[src/rtl/dec_to_gray_enc.sv]
// Decimal (10-line one-hot) to 4-bit Gray encoder with a one-deep valid/ready
// output register, illegal-word flag and a saturating illegal-word counter.
module dec_to_gray_enc #(
    parameter int CNT_W = 8
) (
    input  logic             CLK,
    input  logic             RST_N,
    input  logic [9:0]       Y,
    input  logic             IN_VALID,
    output logic             IN_READY,
    output logic             D,
    output logic             C,
    output logic             B,
    output logic             A,
    output logic             OUT_VALID,
    input  logic             OUT_READY,
    output logic             ERR,
    output logic [CNT_W-1:0] ERR_CNT
);

    typedef enum logic [0:0] {
        ST_EMPTY = 1'b0,
        ST_FULL  = 1'b1
    } state_t;

    localparam logic [CNT_W-1:0] CNT_MAX = {CNT_W{1'b1}};
    localparam logic [CNT_W-1:0] CNT_ONE = {{(CNT_W-1){1'b0}}, 1'b1};

    state_t           state_r;
    logic             out_valid_r;
    logic [3:0]       dcba_r;
    logic             err_r;
    logic [CNT_W-1:0] err_cnt_r;

    logic             in_ready_s;
    logic             accept_s;
    logic             consume_s;
    logic [3:0]       code_s;
    logic             err_word_s;

    // Highest set line wins, so a multi-hot word still yields a usable code.
    function automatic logic [3:0] high_index(input logic [9:0] y);
        logic [3:0] idx;
        idx = 4'd0;
        for (int i = 0; i < 10; i++) begin
            if (y[i]) begin
                idx = i[3:0];
            end else begin
                idx = idx;
            end
        end
        return idx;
    endfunction

    function automatic logic [3:0] to_gray(input logic [3:0] bin);
        return bin ^ {1'b0, bin[3:1]};
    endfunction

    function automatic logic is_one_hot(input logic [9:0] y);
        logic [3:0] cnt;
        cnt = 4'd0;
        for (int i = 0; i < 10; i++) begin
            cnt = cnt + {3'b000, y[i]};
        end
        return (cnt == 4'd1);
    endfunction

    // Handshake decode and next-code computation.
    always_comb begin
        in_ready_s = 1'b0;
        accept_s   = 1'b0;
        consume_s  = 1'b0;
        code_s     = 4'd0;
        err_word_s = 1'b0;

        in_ready_s = (!out_valid_r) | OUT_READY;
        accept_s   = IN_VALID & in_ready_s;
        consume_s  = out_valid_r & OUT_READY;
        code_s     = to_gray(high_index(Y));
        err_word_s = !is_one_hot(Y);
    end

    // Output register FSM and saturating error counter.
    always_ff @(posedge CLK or negedge RST_N) begin
        if (!RST_N) begin
            state_r     <= ST_EMPTY;
            out_valid_r <= 1'b0;
            dcba_r      <= 4'd0;
            err_r       <= 1'b0;
            err_cnt_r   <= {CNT_W{1'b0}};
        end else begin
            case (state_r)
                ST_EMPTY: begin
                    if (accept_s) begin
                        state_r     <= ST_FULL;
                        out_valid_r <= 1'b1;
                        dcba_r      <= code_s;
                        err_r       <= err_word_s;
                    end else begin
                        state_r     <= ST_EMPTY;
                        out_valid_r <= 1'b0;
                    end
                end
                ST_FULL: begin
                    if (accept_s) begin
                        state_r     <= ST_FULL;
                        out_valid_r <= 1'b1;
                        dcba_r      <= code_s;
                        err_r       <= err_word_s;
                    end else if (consume_s) begin
                        state_r     <= ST_EMPTY;
                        out_valid_r <= 1'b0;
                    end else begin
                        state_r     <= ST_FULL;
                        out_valid_r <= 1'b1;
                    end
                end
                default: begin
                    state_r     <= ST_EMPTY;
                    out_valid_r <= 1'b0;
                end
            endcase

            if (accept_s && err_word_s && (err_cnt_r != CNT_MAX)) begin
                err_cnt_r <= err_cnt_r + CNT_ONE;
            end else begin
                err_cnt_r <= err_cnt_r;
            end
        end
    end

    assign IN_READY  = in_ready_s;
    assign D         = dcba_r[3];
    assign C         = dcba_r[2];
    assign B         = dcba_r[1];
    assign A         = dcba_r[0];
    assign OUT_VALID = out_valid_r;
    assign ERR       = err_r;
    assign ERR_CNT   = err_cnt_r;

endmodule

[config.mk]
export PLATFORM = sky130hd
export DESIGN_NAME = dec_to_gray_enc
export DESIGN_NICKNAME = d
export VERILOG_FILES = /design/src/rtl/dec_to_gray_enc.sv
export SDC_FILE = /design/constraint.sdc
export NUM_CORES = 1
export LEC_CHECK = 0
export BUFFER_PORTS_ARGS = -buffer_cell sky130_fd_sc_hd__buf_2
export CAP_MARGIN = 40
export CORE_AREA = 2 2 45 47
export DETAILED_ROUTE_END_ITERATION = 7
export DIE_AREA = 0 0 47 49
export PLACE_DENSITY_LB_ADDON = 0.08
export SYNTH_ARGS = -nofsm -noshare
export SYNTH_HDL_FRONTEND = slang
export SYNTH_SLANG_ARGS = --single-unit
[constraint.sdc]
create_clock -name CLK -period 3.78 [get_ports CLK]
set_clock_uncertainty 0.1 [all_clocks]
set_input_delay 0.378 -clock CLK [delete_from_list [all_inputs] [get_ports CLK]]
set_output_delay 0.378 -clock CLK [all_outputs]
set_load 0.01 [all_outputs]
# Word level (Yosys, flattened, before mapping)
# Index checks and enable logic that the tools add are counted.
# op_classes
bitwise_logic	5
reduce_logical	4
addsub	10
eq_ne	2
n_mux	15
# ops
cell	count
4-bit two-way mux	8
4-bit by 1-bit adder with 4-bit output	6
8-bit by 1-bit adder with 8-bit output, second input constant	1
8-bit != test, second input constant	1
1-bit two-way mux	5
3-bit by 1-bit adder with 4-bit output	1
4-bit by 1-bit == test with 1-bit output, second input constant	1
4-bit by 3-bit bitwise XOR with 4-bit output	1
2-bit by 1-bit adder with 3-bit output	1
1-bit by 1-bit adder with 2-bit output	1
1-bit bitwise AND	2
1-bit logical AND	2
1-bit zero test	2
2-bit two-way mux	1
1-bit one-hot mux with 2 select lines	1
1-bit NOT	1
1-bit OR	1
# word_totals
reg_bits	14
inputBits	14
output_inout_bits	15
word_cells	40

# Logic depth before layout (Yosys ltp)
# Gate-level depths: netlist (run 1).
# depth
ltp_word	13
mapped_depth	14

# Worst setup path after synthesis (run 1)
# Ideal clock, no wire load.
# synth_path
path_kind	input -> register
startpoint	input port Y[0]
endpoint	register err_cnt_r[1], in the netlist ERR_CNT[1]
n_path_buf	1
stages	13
setup_ns	0.125
slack_ns	0.182
t_arrival_ns	3.373
cell_sequence	fa_1 > fa_1 > inv_1 > fa_1 > inv_1 > ha_1 > inv_1 > fa_1 > and2_1 > nand3_1 > and4b_1 > buf_6 > mux2_4
# synth_via
elab_chain_len	13
# synth_rtl
element	line	rtl
from (decl)	8	input logic [9:0] Y,
1-bit by 1-bit adder with 2-bit output	63	cnt = cnt + {3'b000, y[i]};
2-bit by 1-bit adder with 3-bit output	63	
3-bit by 1-bit adder with 4-bit output	63	
4-bit by 1-bit adder with 4-bit output (6 in a row)	63	
4-bit by 1-bit == test with 1-bit output	65	return (cnt == 4'd1);
1-bit zero test	80	err_word_s = !is_one_hot(Y);
1-bit logical AND (2 in a row)	124	if (accept_s && err_word_s && (err_cnt_r != CNT_MAX)) begin
to (signal assigned)	90	err_cnt_r <= {CNT_W{1'b0}};
to (signal assigned)	125	err_cnt_r <= err_cnt_r + CNT_ONE;
to (signal assigned)	127	err_cnt_r <= err_cnt_r;
to (decl)	33	logic [CNT_W-1:0] err_cnt_r;
# No other way between the ends.
# A chain may end at the register's enable or synchronous reset.

# Final worst setup path (run 1)
# Same ends and word-level chain as after synthesis.

==> results of run 1 <==
## worst max-delay path, delay by kind of cell
family | cells | cell delay, ns
muxes | 1 | 0.29
and+or+nand+nor | 3 | 0.52
adders and majority gates | 5 | 2.00
buffers and inverters | 5 | 0.45
## cell families after synthesis
| group | Yosys count | share of synthesized area |
|---|---|---|
| adder cells (fa/ha/maj) | 9 | 0.1867 |
| AO/OA/AOI/OAI | 6 | 0.04149 |
| multiplexers | 1 | 0.01777 |
| buffers and inverters | 11 | 0.05778 |
| flip-flops | 14 | 0.4148 |
| AND/OR/NAND/NOR | 34 | 0.2089 |
| XOR/XNOR | 7 | 0.07259 |
## power groups by stage
stage | clock network (mW) | logic, mW | registers, mW
3_3_place_gp | 0 | 0.235 | 0.239
6_report | 0.105 | 0.241 | 0.238
4_1_cts | 0.110 | 0.247 | 0.239
3_5_place_dp | 0 | 0.246 | 0.243
5_1_grt | 0.118 | 0.276 | 0.247
2_1_floorplan | 0 | 0.131 | 0.254
## metal layers
metal | routed length [um] | global-route usage | vias to the layer above
li1 | - | - | 351
met1 | 645 | 0.1857 | 327
met2 | 896 | 0.2900 | 25
met3 | 65 | 0.01111 | 2
met4 | 19 | 0.08333 | 0
met5 | 0 | 0 | -
## final cells by class
cell class,count,area share
Timing Repair Buffer,37,0.1888
Clock buffer,4,0.03258
Multi-Input combinational cell,57,0.4000
Sequential cell,14,0.3146
Tap cell,27,0.03034
Inverter,10,0.03371
## state kept, by name, indices dropped and copies added (netlist names)
signal,flops
dcba_r,4
ERR,1
ERR_CNT,8
OUT_VALID,1
## layout by cell type, fill, tap and decap left out, types with 2 or more instances in the layout
cell type  count
nand3_1        3
dfrtp_1       14
ha_1           3
nand4_1        5
inv_1         10
xnor2_1        6
buf_2         28
nor3_1         2
clkbuf_4       3
nor2_1         5
nand2b_1       2
fa_1           6
buf_4          8
o21ai_0        4
nand2_1       10
## worst max path at each step
| stage | from | end | slack [ns] | cells past startpoint |
|---|---|---|---|---|
| floorplan | Y[0] | ERR_CNT[1] | 0.18 | 13 |
| global placement | Y[0] | ERR_CNT[1] | 0.0003 | 14 |
| detailed placement | Y[0] | ERR_CNT[1] | -0.07 | 14 |
| CTS | Y[0] | ERR_CNT[1] | 0.23 | 14 |
| global route | Y[0] | ERR_CNT[1] | 0.07 | 14 |
| finish | Y[0] | ERR_CNT[1] | 0.23 | 14 |
## timing repair
item,in CTS,in global routing
buffers inserted,0,0
setup endpoints to repair,0,0
hold buffers,1,0
hold endpoints to repair,14,0
==> metrics.txt, run 1 <==
hpwl dp 1.405 mm; RSZ-0062 raised after global routing false; Slew Viols, Final 0; WL final 1.628 mm; CP Data Required Time 3.85 ns; count of input and output buffers 28; drt wl/cell 10.93 um; top-count cell post-synth dfrtp_1; WHS 0.2359 ns; Post-Syn Area per Cell 10.30 sq um; Yosys top cell area share 0.4148; Die Y 49 um; Yosys warnings 0; CTS Root Cell clkbuf_4; Max rail drop VDD 0.0002402 V; clock buffer depth 2; FF-to-FF Start ERR_CNT[3]; Final Non-Filler Cells 149; Post-Synthesis Cells 82; EDFF count, synth 0; Max-Cap Viols 0; Int Power 0.3734 mW; final setup margin 0.2309 ns; Slowest Stage Delay on Critical Path 0.52 ns; Hold Crit Start IN_VALID; starting density of the core 0.4586; Total GRT Usage 0.1639; via count 705; antenna fix cells 0; DRC viols 0; Via density 4.732; R2R Path End ERR_CNT[1]; syn nets 105; crit-path cells buf_2 -> fa_1 -> fa_1 -> inv_1 -> fa_1 -> inv_1 -> ha_1 -> inv_1 -> fa_1 -> nor3_1 -> nand3_1 -> and4b_1 -> buf_4 -> mux2_4; Area Growth Syn to Fin 31.85%; reg2reg setup slack 2.15 ns; # fillers 185; worst-path fanout max 8; fin crit share 0.9389; final core utilization 0.6046; layout cells sized above 1 0.3525; setup_tns 0 ns; Net count, final 146; Final Setup Violations 0; power consumption 0.5829 mW; multi-input logic area 445.4 sq um; Register-to-Register Path Depth 5; kind of critical path input pin to flip-flop; Synth cell types 24; register area 350.3 sq um; Hold EP OUT_VALID; RePlAce Congestion 0.7429; P per Cell Area 523.5 nW/um^2; Die Area 2303 sq um; fin area 1114 sq um; TritonCTS clock tree built; most used cell, CP fa_1; min cycle time layout 3.549 ns; clock group share of total power 0.179; first-pass GRT wire length 2.760 mm; crit path DAT 3.61 ns; Post-synth top cells dfrtp_1 (14), inv_1 (10), nand2_1 (10), fa_1 (6), xnor2_1 (6); vias in the first global route 689; crit end category flip-flop; clock-pin slew on the worst setup and hold paths 0.08 ns; status finished clean; Sw Ratio 0.3595; ANT nets after route 0; #FFs+latches synth 14; largest net degree at the start of global routing 15; critical path's slowest cell fa_1; Worst Tran Pin Value 0.3095 ns; core footprint 1842 sq um; hold depth 2; Leakage 0.5695 nW; DRT Pass-1 Iters 4; Sw Pwr 0.2096 mW; # clock sinks 14; Die Wd 47 um; DP Cell Count 144; startpoint types input pin; top post-synthesis cells by area dfrtp_1 (41%), fa_1 (14%), xnor2_1 (6.2%); CTS H-Tree Depth 1; antenna violations before repair 0; GRT overflow 0; Mapped Area 844.6 sq um; later-pin clock latency in the skew report 0.27 ns; number of top-level pins 29; sequential fraction of the synthesis area 0.4148; combinational power share 0.413; final hold violations 0; Rows 16; PostCTS Resize Cnt 0; worst slack, placed -0.07382 ns; dpl cell area 1067 sq um; post-synth top area cell dfrtp_1; initial drt markers 9; Async SR Flop Fraction 1.000; top_reg_cell synth dfrtp_1; CTS buffer count 3; register share of total power 0.408; Slew headroom 0.7937; achievable frequency 0.2818 GHz; Hold/Removal Path Class input pin to flip-flop
Note: power is estimated with default switching activity, not from simulation.
==> inputs of run 2 (changes only) <==
- CAP_MARGIN: 40 -> unset
- REMOVE_ABC_BUFFERS: unset -> 1
==> run 2 against run 1 <==
Cell count down 0.67%. Via count decreased by 1.7%. Global-route usage about the same. Sequential cell count stayed put. Worst setup slack got worse by 0.083 ns. Clock-buffer cell count did not move. Critical endpoint unchanged. Clock power about the same. Register-to-register slack got worse by 0.08 ns. Hold slack lost 0.012 ns.
==> metrics.txt, run 2 (synthesis results as in run 1) <==
status finished clean; achievable frequency 0.2753 GHz (-2.3%); Die Area 2303 sq um (unchanged); Leakage 0.5644 nW (-0.89%); CTS Root Cell clkbuf_4; final hold violations 0 (unchanged); Int Power 0.3709 mW (-0.66%); CTS H-Tree Depth 1 (unchanged); CP Data Required Time 3.85 ns (about the same); first-pass GRT wire length 2.697 mm (-2.3%); Hold EP OUT_VALID; WL final 1.593 mm (-2.1%); most frequent cells in the layout buf_2 (28), dfrtp_1 (14), inv_1 (10), nand2_1 (10), buf_4 (7); R2R Path End ERR_CNT[1]; Hold Crit Start IN_VALID; DRC viols 0 (unchanged); clock-pin slew on the worst setup and hold paths 0.09 ns (about the same); hpwl dp 1.309 mm (-6.8%); CTS buffer count 3 (unchanged); Max rail drop VDD 0.0003029 V (+26%); highest routed layer met4; layout cells sized above 1 0.3471 (-0.005352); combinational power share 0.407 (-0.006); via count 693 (-1.7%); power consumption 0.5826 mW (about the same); antenna fix cells 0 (unchanged); FF-to-FF Start ERR_CNT[3]; worst-path fanout max 8 (unchanged); register share of total power 0.408 (about the same); clock group share of total power 0.185 (+0.006); later-pin clock latency in the skew report 0.28 ns (about the same); Max-Cap Viols 0 (unchanged); Register-to-Register Path Depth 4 (-1); crit end category flip-flop; hold depth 2 (unchanged); met2 routed WL 662 um (-26%); CTS hold repair buffers 1 (unchanged); Sw Pwr 0.2117 mW (+1.0%); Worst Tran Pin Value 0.3039 ns (-0.005542 ns); initial drt markers 16 (+7); number of top-level pins 29 (unchanged); largest net degree at the start of global routing 15 (unchanged); Total GRT Usage 0.1636 (-0.0002505); antenna violations before repair 0 (unchanged); Die Wd 47 um (unchanged); count of input and output buffers 28 (unchanged); Rows 16 (unchanged); vias in the first global route 610 (-11%); Hold/Removal Path Class input pin to flip-flop; setup_tns 0 ns (unchanged); fin crit share 0.9610 (+0.02207); Slew Viols, Final 0 (unchanged); min cycle time layout 3.632 ns (+0.08343 ns); Sw Ratio 0.3634 (+0.003902); post-CTS setup buffers 0 (unchanged); DRT Pass-1 Iters 4 (unchanged); RSZ-0062 raised after global routing false; dpl cell area 1060 sq um (-0.70%); M1 WL 803 um (+24%); Via density 4.682 (-1.0%); routed wl met3 115 um (+77%); drt wl/cell 10.76 um (-1.5%); clock buffer depth 2 (unchanged); kind of critical path input pin to flip-flop; GRT overflow 0 (unchanged); Slew headroom 0.7974 (+0.003695); crit path DAT 3.70 ns (+0.09 ns); starting density of the core 0.4586 (unchanged); TritonCTS clock tree built; # clock sinks 14 (unchanged); Final Setup Violations 0 (unchanged); Net count, final 145 (-0.68%); ANT nets after route 0 (unchanged); fin area 1106 sq um (-0.67%); core footprint 1842 sq um (unchanged); Area Growth Syn to Fin 30.96%; P per Cell Area 526.7 nW/um^2 (+0.62%); leading cell type in the layout, fill and taps excluded buf_2; startpoint types input pin; RePlAce Congestion 0.7633 (+2.7%); PostCTS Resize Cnt 0 (unchanged); max reg flops 8 (unchanged); reg2reg setup slack 2.07 ns (-0.08 ns); Die Y 49 um (unchanged)
## run 2: layout make-up
class,instances,area (sq um)
fill,174,735.7
tap,27,33.78
sequential,14,350.3
inverter,10,37.54
clock buffer,4,36.28
multi-input combinational,57,445.4
timing repair buffer,36,202.7
## run 2: how the worst max path moves through the flow
| stage | startpoint | endpoint | slack [ns] | cells after the start |
|---|---|---|---|---|
| 3_3_place_gp | Y[0] | ERR_CNT[1] | -0.08 | 13 |
| 6_report | Y[5] | ERR_CNT[1] | 0.15 | 13 |
| 4_1_cts | Y[5] | ERR_CNT[1] | 0.16 | 13 |
| 5_1_grt | Y[0] | ERR_CNT[4] | 0.007 | 14 |
| 2_1_floorplan | Y[0] | ERR_CNT[1] | 0.13 | 12 |
| 3_5_place_dp | Y[5] | ERR_CNT[1] | -0.13 | 13 |
## run 2: per-layer routing
| layer | GRT usage | vias up |
|---|---|---|
| li1 | - | 351 |
| met2 | 0.2078 | 26 |
| met5 | 0 | - |
| met3 | 0.06667 | 2 |
| met4 | 0.04167 | 0 |
| met1 | 0.2572 | 314 |
## run 2: power groups by stage
stage	Sequential (mW)	Combinational [mW]	Clock, mW
floorplan	0.254	0.126	0
global placement	0.239	0.235	0
detailed placement	0.241	0.239	0
CTS	0.238	0.240	0.111
global route	0.245	0.269	0.121
finish	0.238	0.237	0.108
## run 2: critical path: stages
cell	delay [ns]
buf_2	0.12
fa_1	0.51
fa_1	0.50
inv_1	0.05
fa_1	0.48
inv_1	0.04
ha_1	0.18
inv_1	0.07
fa_1	0.40
and2_1	0.16
nand3_1	0.10
and4b_1	0.38
mux2_4	0.33
## run 2: per-stage QoR
step	worst slack (ns)	instances	utilization	hold WS [ns]
CTS	0.1633	148	0.6005	0.2231
floorplan	0.1321	81	-	-0.01759
global placement	-0.07962	143	0.5754	0.1899
global route	0.007383	148	0.6005	0.2254
finish	0.1475	148	0.6005	0.2241
detailed placement	-0.1268	143	0.5754	0.1872
==> inputs of run 3 (changes only) <==
- RECOVER_POWER: unset -> 100
==> run 3 against run 2 <==
Hold slack worse by 0.013 ns. Sequential cell count stayed put. Critical endpoint unchanged. Die area unchanged. Highest routed layer unchanged. Clock-buffer cell count unchanged. Worst setup slack lost 0.015 ns. Total power down 2.9%. Largest power group unchanged. Largest cell class unchanged. Cell count unchanged. First-iteration DRC count increased by 13%. Design area fell by 2.5%. Register-to-register slack got worse by 0.07 ns. Sequential power barely moved. Global-route usage is the same.
==> metrics.txt, run 3 (synthesis results as in run 1) <==
status finished clean; RSZ-0062 raised after global routing false; Slew Viols, Final 0 (unchanged); dpl cell area 1060 sq um (unchanged); CTS Root Cell clkbuf_4; R2R Path End ERR_CNT[1]; post-CTS setup buffers 0 (unchanged); Die Wd 47 um (unchanged); crit path DAT 3.71 ns (about the same); CP Data Required Time 3.84 ns (about the same); Total GRT Usage 0.1636 (unchanged); CTS H-Tree Depth 1 (unchanged); Die Y 49 um (unchanged); # clock sinks 14 (unchanged); achievable frequency 0.2741 GHz (-0.42%); Hold Crit Start IN_VALID; number of top-level pins 29 (unchanged); startpoint types input pin; Max rail drop VDD 0.0002811 V (-7.2%); worst slack, placed -0.1268 ns (unchanged); most frequent cells in the layout clkbuf_1 (17), dfrtp_1 (14), nand2_1 (11), buf_2 (11), inv_1 (10); fin area 1079 sq um (-2.5%); DRT Pass-1 Iters 4 (unchanged); CTS hold repair buffers 1 (unchanged); fin crit share 0.9650 (+0.004025); vias in the first global route 610 (unchanged); reg2reg setup slack 2.00 ns (-0.07 ns); hold depth 2 (unchanged); final setup margin 0.1323 ns (-0.01521 ns); drt wl/cell 10.81 um (+0.44%); initial drt markers 18 (+2); WHS 0.2112 ns (-0.01296 ns); GRT overflow 0 (unchanged); Hold EP OUT_VALID; DRC viols 0 (unchanged); FF-to-FF Start OUT_VALID; Worst Tran Pin Value 0.7100 ns (+0.4061 ns); P per Cell Area 524.6 nW/um^2 (-0.41%); Register-to-Register Path Depth 4 (unchanged); layout cells sized above 1 0.1901 (-0.1570); core footprint 1842 sq um (unchanged); Via density 4.696 (+0.29%); clock buffer depth 2 (unchanged); final hold violations 0 (unchanged); min cycle time layout 3.648 ns (+0.01521 ns); TritonCTS clock tree built; leading cell type in the layout, fill and taps excluded clkbuf_1; # fillers 187 (+7.5%); Rows 16 (unchanged); hpwl dp 1.309 mm (unchanged); first-pass GRT wire length 2.697 mm (unchanged); via count 695 (+0.29%); Die Area 2303 sq um (unchanged); setup_tns 0 ns (unchanged); crit end category flip-flop; Final Setup Violations 0 (unchanged); Leakage 0.5076 nW (-10%); antenna fix cells 0 (unchanged); kind of critical path input pin to flip-flop; later-pin clock latency in the skew report 0.28 ns (about the same); Area Growth Syn to Fin 27.70%; PostCTS Resize Cnt 0 (unchanged); clock-pin slew on the worst setup and hold paths 0.09 ns (about the same); Slew headroom 0.5267 (-0.2707); Hold/Removal Path Class input pin to flip-flop; WL final 1.600 mm (+0.44%); CTS buffer count 3 (unchanged); RePlAce Congestion 0.7633 (unchanged); count of input and output buffers 28 (unchanged); max reg flops 8 (unchanged); antenna violations before repair 0 (unchanged); Net count, final 145 (unchanged); starting density of the core 0.4586 (unchanged); Max-Cap Viols 0 (unchanged); largest net degree at the start of global routing 15 (unchanged); worst-path fanout max 8 (unchanged); ANT nets after route 0 (unchanged)
[run 3: changes by cell type in the layout (fill, tap and decap cells not counted)]
| cell | change |
|---|---|
| buf_2 | -17 |
| buf_4 | -2 |
| clkbuf_1 | +17 |
| clkbuf_4 | +2 |
| mux2_1 | +1 |
| mux2_4 | -1 |
| nand2_1 | +1 |
| nand2_2 | -1 |
[run 3: per-layer routing]
metal,global-route usage,wire (um)
met5,0,0
met4,0.04167,12
met3,0.06667,122
met2,0.2078,667
met1,0.2572,798
[run 3: where the power goes]
part	internal [mW]	total (mW)	switching (mW)
Sequential	0.192	0.239	0.0470
Combinational	0.102	0.218	0.116
Clock	0.0586	0.109	0.0504
[run 3: how the worst max path moves through the flow]
stage / startpoint / endpoint / cells past startpoint
after floorplan: Y[0] / ERR_CNT[1] / 12
after global placement: Y[0] / ERR_CNT[1] / 13
after detailed placement: Y[5] / ERR_CNT[1] / 13
after CTS: Y[5] / ERR_CNT[1] / 13
after global routing: Y[0] / ERR_CNT[1] / 13
final: Y[5] / ERR_CNT[1] / 13
[run 3: cell type report]
type / count / area [sq um] / share of cell area
clock buffer: 4 / 36.28 / 0.03364
inverter: 10 / 37.54 / 0.03480
multi-input combinational: 57 / 439.2 / 0.4072
sequential: 14 / 350.3 / 0.3248
tap: 27 / 33.78 / 0.03132
timing repair buffer: 36 / 181.4 / 0.1682
[run 3: critical path, stage by stage]
cell     delay [ns]
buf_2          0.12
fa_1           0.52
fa_1           0.50
inv_1          0.05
fa_1           0.48
inv_1          0.04
ha_1           0.18
inv_1          0.07
fa_1           0.40
and2_1         0.16
nand3_1        0.10
and4b_1        0.36
mux2_1         0.36
[run 3: through the flow]
stage	util	power, mW	std cells
CTS	0.6005	0.5890	148
global placement	0.5754	0.4740	143
finish	0.5856	0.5657	148
detailed placement	0.5754	0.4793	143
global route	0.5856	0.6162	148
floorplan	-	0.3804	81
